<file path="src/rtl/mux_dp_pkg.sv">
// Shared types and defaults for the mux_dp_pipe registered multiplexer.
package mux_dp_pkg;

  typedef enum logic [1:0] {
    OCC_EMPTY = 2'd0,
    OCC_ONE   = 2'd1,
    OCC_TWO   = 2'd2
  } occ_e;

  localparam int MUX_DP_DEF_W = 32;
  localparam int MUX_DP_DEF_N = 4;

endpackage

</file>
<file path="src/rtl/mux_dp_sel.sv">
// Combinational N:1 channel select with out-of-range detection.
// Out-of-range selects yield a zero word.
module mux_dp_sel
  import mux_dp_pkg::*;
#(
  parameter int W  = MUX_DP_DEF_W,
  parameter int N  = MUX_DP_DEF_N,
  parameter int SW = (N > 2) ? $clog2(N) : 1
) (
  input  logic [SW-1:0]  sel,
  input  logic [N*W-1:0] din,
  output logic [W-1:0]   word,
  output logic           oor
);

  always_comb begin
    word = '0;
    for (int k = 0; k < N; k++) begin
      if (sel == SW'(k)) word = din[k*W +: W];
    end
  end

  // Only a non-power-of-two channel count leaves select codes unused.
  generate
    if ((1 << SW) > N) begin : g_range
      assign oor = (sel >= SW'(N));
    end else begin : g_full
      assign oor = 1'b0;
    end
  endgenerate

endmodule

</file>
<file path="src/rtl/mux_dp_pipe.sv">
// Registered N-way datapath mux with valid/ready and a two-entry skid buffer.
// Optional sticky range error flag enabled by defining MUX_DP_RANGE_CHK_EN.
module mux_dp_pipe
  import mux_dp_pkg::*;
#(
  parameter int W = MUX_DP_DEF_W,
  parameter int N = MUX_DP_DEF_N,
  localparam int SW = (N > 2) ? $clog2(N) : 1
) (
  input  logic           clk,
  input  logic           rst_n,
  input  logic           in_valid,
  output logic           in_ready,
  input  logic [SW-1:0]  sel,
  input  logic [N*W-1:0] din,
  output logic           out_valid,
  input  logic           out_ready,
  output logic [W-1:0]   dout,
  output logic [SW-1:0]  sel_q,
  output logic           err
);

  occ_e          state_q, state_d;
  logic [W-1:0]  main_q, main_d;
  logic [SW-1:0] main_sel_q, main_sel_d;
  logic [W-1:0]  skid_q, skid_d;
  logic [SW-1:0] skid_sel_q, skid_sel_d;

  logic [W-1:0]  word;
  logic          oor;
  logic          push;
  logic          pop;

  mux_dp_sel #(.W(W), .N(N), .SW(SW)) u_sel (
    .sel  (sel),
    .din  (din),
    .word (word),
    .oor  (oor)
  );

  // Handshake decodes come from registered state only.
  assign in_ready  = (state_q != OCC_TWO);
  assign out_valid = (state_q != OCC_EMPTY);
  assign push      = in_valid && in_ready;
  assign pop       = out_valid && out_ready;
  assign dout      = main_q;
  assign sel_q     = main_sel_q;

  always_comb begin
    state_d    = state_q;
    main_d     = main_q;
    main_sel_d = main_sel_q;
    skid_d     = skid_q;
    skid_sel_d = skid_sel_q;
    case (state_q)
      OCC_EMPTY: begin
        if (push) begin
          main_d     = word;
          main_sel_d = sel;
          state_d    = OCC_ONE;
        end
      end
      OCC_ONE: begin
        if (push && pop) begin
          main_d     = word;
          main_sel_d = sel;
        end else if (push) begin
          skid_d     = word;
          skid_sel_d = sel;
          state_d    = OCC_TWO;
        end else if (pop) begin
          state_d    = OCC_EMPTY;
        end
      end
      OCC_TWO: begin
        if (pop) begin
          main_d     = skid_q;
          main_sel_d = skid_sel_q;
          state_d    = OCC_ONE;
        end
      end
      default: state_d = OCC_EMPTY;
    endcase
  end

  always_ff @(posedge clk or negedge rst_n) begin
    if (!rst_n) begin
      state_q    <= OCC_EMPTY;
      main_q     <= '0;
      main_sel_q <= '0;
      skid_q     <= '0;
      skid_sel_q <= '0;
    end else begin
      state_q    <= state_d;
      main_q     <= main_d;
      main_sel_q <= main_sel_d;
      skid_q     <= skid_d;
      skid_sel_q <= skid_sel_d;
    end
  end

`ifdef MUX_DP_RANGE_CHK_EN
  logic err_q, err_d;

  always_comb err_d = err_q | (push && oor);

  always_ff @(posedge clk or negedge rst_n) begin
    if (!rst_n) err_q <= 1'b0;
    else        err_q <= err_d;
  end

  assign err = err_q;
`else
  logic unused_oor;
  assign unused_oor = oor;
  assign err        = 1'b0;
`endif

endmodule

</file>
<file path="config.mk">
export PLATFORM = sky130hd
export DESIGN_NAME = mux_dp_pipe
export DESIGN_NICKNAME = d
export VERILOG_FILES = /design/src/rtl/mux_dp_pkg.sv /design/src/rtl/mux_dp_sel.sv /design/src/rtl/mux_dp_pipe.sv
export SDC_FILE = /design/constraint.sdc
export NUM_CORES = 1
export LEC_CHECK = 0
export ABC_AREA = 1
export CAP_MARGIN = 20
export CORE_AREA = 2 2 106 108
export DETAILED_ROUTE_END_ITERATION = 8
export DIE_AREA = 0 0 108 110
export PLACE_DENSITY = 0.79
export SLEW_MARGIN = 20
export SYNTH_ARGS = -nofsm -noshare
export SYNTH_HDL_FRONTEND = slang
export SYNTH_SLANG_ARGS = --single-unit
export TNS_END_PERCENT = 5
</file>
<file path="constraint.sdc">
create_clock -name clk -period 1.1 [get_ports clk]
set_input_delay 0.22 -clock clk [delete_from_list [all_inputs] [get_ports clk]]
set_output_delay 0.22 -clock clk [all_outputs]
set_load 0.01 [all_outputs]
</file>
==> impl_metrics.json <==
{
  "status": "complete, but fails checks",
  "violations": "setup timing",
  "syn_inst": 595,
  "required_ns": 1.36,
  "fillers": 975,
  "hold_path.class": "primary input to asynchronous set/reset pin",
  "power.total_uw": 13300,
  "grt_util_all_layers": 0.236,
  "antenna_found_initial": 0,
  "dp.cells": 880,
  "wire_per_inst_um": 15.7,
  "fin_util": 0.585,
  "synth_xor_area_frac": 0,
  "crit_path_start_kind": "register",
  "fin_nets": 897,
  "syn_area_per_cell_um2": 6.88,
  "pin_count": 171,
  "grt_overflow": 0,
  "fin_cells": 908,
  "critical_path_class": "register to register",
  "ir_worst_vdd_v": 0.000859,
  "synthToLayoutAreaGrowth_pct": 52.8,
  "critPathTopFamily": "simple AND/OR/NAND/NOR gates",
  "synth_compound_area_frac": 0.0855,
  "p_leak_uw": 0.00307,
  "place_congestion": 0.856,
  "synth-seq-cells": 70,
  "antenna_left": 0,
  "viasPerCell": 5.07,
  "synth_area_mm2": 0.00410,
  "maxCapViolCount": 0,
  "p_per_area_mw_per_mm2": 2130,
  "ff2ff_path_depth": 9,
  "netlist_top_cells_area": "dfrtp_1 (43%), nand2_1 (22%), nand3_1 (7.9%), nor2_1 (6.0%), o21ai_1 (4.8%)",
  "synthMuxAreaShare": 0,
  "io_buffers": 169,
  "dr.pass1.iters": 8,
  "clk_pin_slew_ns": 0.08,
  "finalHoldViolations": 0,
  "netlist.top_cell.by_area": "dfrtp_1",
  "drt_iter0_drc": 439,
  "ctsLongestPathBuffers": 2,
  "yosysTopAreaCellShare": 0.428,
  "synth_top_family_by_area": "simple AND/OR/NAND/NOR gates",
  "dp_hpwl_mm": 9.70,
  "min_period_over_period": 1.27,
  "crit_fanout": 8,
  "regArea_mm2": 0.00175,
  "fin_ws_ns": -0.298,
  "critical_path_arrival_ns": 1.66,
  "grt_start_max_net_pins": 71,
  "dieArea_mm2": 0.0119,
  "fin_setup_tns_ns": -18.06,
  "start_util": 0.383,
  "rr_startpoint": "state_q[0]$_DFFE_PN0P_",
  "synth-adder-area-share": 0,
  "num_rows": 38,
  "fmax_mhz": 715,
  "regToRegEndpoint": "dout[28]$_DFFE_PN0P_",
  "diodes": 0,
  "cts_made_buffers": 9,
  "critPathBufInv": 3,
  "synthSimpleGateAreaFrac": 0.418,
  "drc_errors": 0,
  "ys_warn_count": 0,
  "drive_above_1_share": 0.142,
  "vias": 4601,
  "multiInputGateArea_mm2": 0.00215,
  "clkSinkCount": 70,
  "fin_crit_ns": 1.40,
  "cts_tree": "built",
  "skew_ns": 0.0115,
  "worstPathCellList": "buf_6 > buf_6 > nand4_1 > nand2_2 > nand2_8 > clkbuf_16 > nor2_1 > nand2_1 > nand2_1",
  "synthesis.nets": 729,
  "fp.dieH_um": 110,
  "wirelength_mm": 14.3,
  "rrSetupSlack_ns": -0.30,
  "yosysSeqAreaShare": 0.428,
  "cts_max_level": 3,
  "cpMaxStageDelayCell": "dfrtp_1",
  "max_stage_delay_ns": 0.41,
  "end_kind": "register",
  "ys_types": 20,
  "rsz0062_at_grt": "yes",
  "grt_pass1_vias": 4370,
  "clk_latency_ns": 0.36,
  "grt_pass1_wl_mm": 21.5,
  "cts-root-buf": "clkbuf_8",
  "finalSetupViolations": 96,
  "core_mm2": 0.0107,
  "drv_slew": 0,
  "die_w_um": 108
}
==> kinds of logic (layout without fill, tap and decap cells) <==
family          Yosys count  in the layout
buf+inv                  50            222
other cells               1              1
simple gates            404            405
compound gates           70             70
flops                    70             70
==> synthesized netlist by cell type <==
cell      number
buf_2         21
buf_4          7
buf_6          5
clkbuf_1       9
conb_1         1
dfrtp_1       70
inv_1          3
inv_2          5
nand2_1      235
nand2_2        2
nand2_4        1
nand3_1       65
nand4_1        2
nand4_2        1
nor2_1        65
nor2_4         1
o21ai_0       31
o21ai_1       39
or2_0         30
or2_1          2
==> per-stage QoR <==
| step | area [um2] | hold WS (ns) | worst slack [ns] |
|---|---|---|---|
| floorplan | 4110 | -0.0756 | -0.0806 |
| global placement | 5920 | 0.272 | -0.812 |
| detailed placement | 5920 | 0.290 | -0.858 |
| CTS | 6150 | 0.439 | -0.289 |
| global route | 6260 | 0.441 | -0.402 |
| finish | 6260 | 0.419 | -0.298 |
==> worst min-delay path, cell delays in order <==
cell and delay [ns]:
dlygate4sd3_1 0.52, buf_2 0.13, buf_12 0.33
==> repair_timing <==
item / CTS / global route
resized for setup: 156 / 25
hold endpoints to repair: 70 / 0
pin swaps: 3 / 4
setup endpoints to repair: 106 / 106
cloned: 3 / 3
hold buffers: 1 / 0
setup buffers: 6 / 1
==> worst max-delay path by stage <==
| stage | cells after the start | slack (ns) | from | endpoint |
|---|---|---|---|---|
| after floorplan | 9 | -0.08 | state_q[0]$_DFFE_PN0P_ | dout[16]$_DFFE_PN0P_ |
| after global placement | 8 | -0.81 | sel[1] | dout[15]$_DFFE_PN0P_ |
| after detailed placement | 8 | -0.86 | sel[1] | dout[15]$_DFFE_PN0P_ |
| after CTS | 9 | -0.29 | state_q[0]$_DFFE_PN0P_ | dout[17]$_DFFE_PN0P_ |
| after global routing | 9 | -0.40 | state_q[1]$_DFFE_PN0P_ | dout[0]$_DFFE_PN0P_ |
| final | 9 | -0.30 | state_q[0]$_DFFE_PN0P_ | dout[28]$_DFFE_PN0P_ |
==> per-layer routing <==
layer | wire length, um | global-route usage
met3 | 1230 | 0.0606
met2 | 6560 | 0.376
met4 | 370 | 0.0833
met5 | 0 | 0
met1 | 6080 | 0.313
==> registers in the layout (all words and copies together) (netlist names) <==
| name | count |
|---|---|
| skid_sel_q | 2 |
| skid_q | 32 |
| sel_q | 2 |
| dout | 32 |
| state_q | 2 |
==> layout by cell type, fill, tap and decap left out, types with 8 or more instances in the layout <==
master	Yosys	final
buf_6	5	12
buf_4	7	13
or2_0	30	30
o21ai_0	31	31
o21ai_1	39	38
buf_2	21	29
nor2_1	65	56
nand2_1	235	229
dfrtp_1	70	70
clkdlybuf4s50_1	0	130
nor2_2	0	8
clkbuf_8	0	13
nand3_1	65	65
==> final cells by class <==
| type | instances | share of cell area |
|---|---|---|
| clock buffer | 13 | 0.0286 |
| clock inverter | 3 | 0.00640 |
| inverter | 8 | 0.00520 |
| multi-input combinational | 476 | 0.343 |
| sequential | 70 | 0.280 |
| tap | 140 | 0.0280 |
| timing repair buffer | 198 | 0.309 |
==> where the power goes <==
group,switching (uW),internal [uW]
Combinational,3380,3010
Sequential,827,3850
Clock,991,1290
Total,5190,8150
Note: power is estimated with default switching activity, not from simulation.
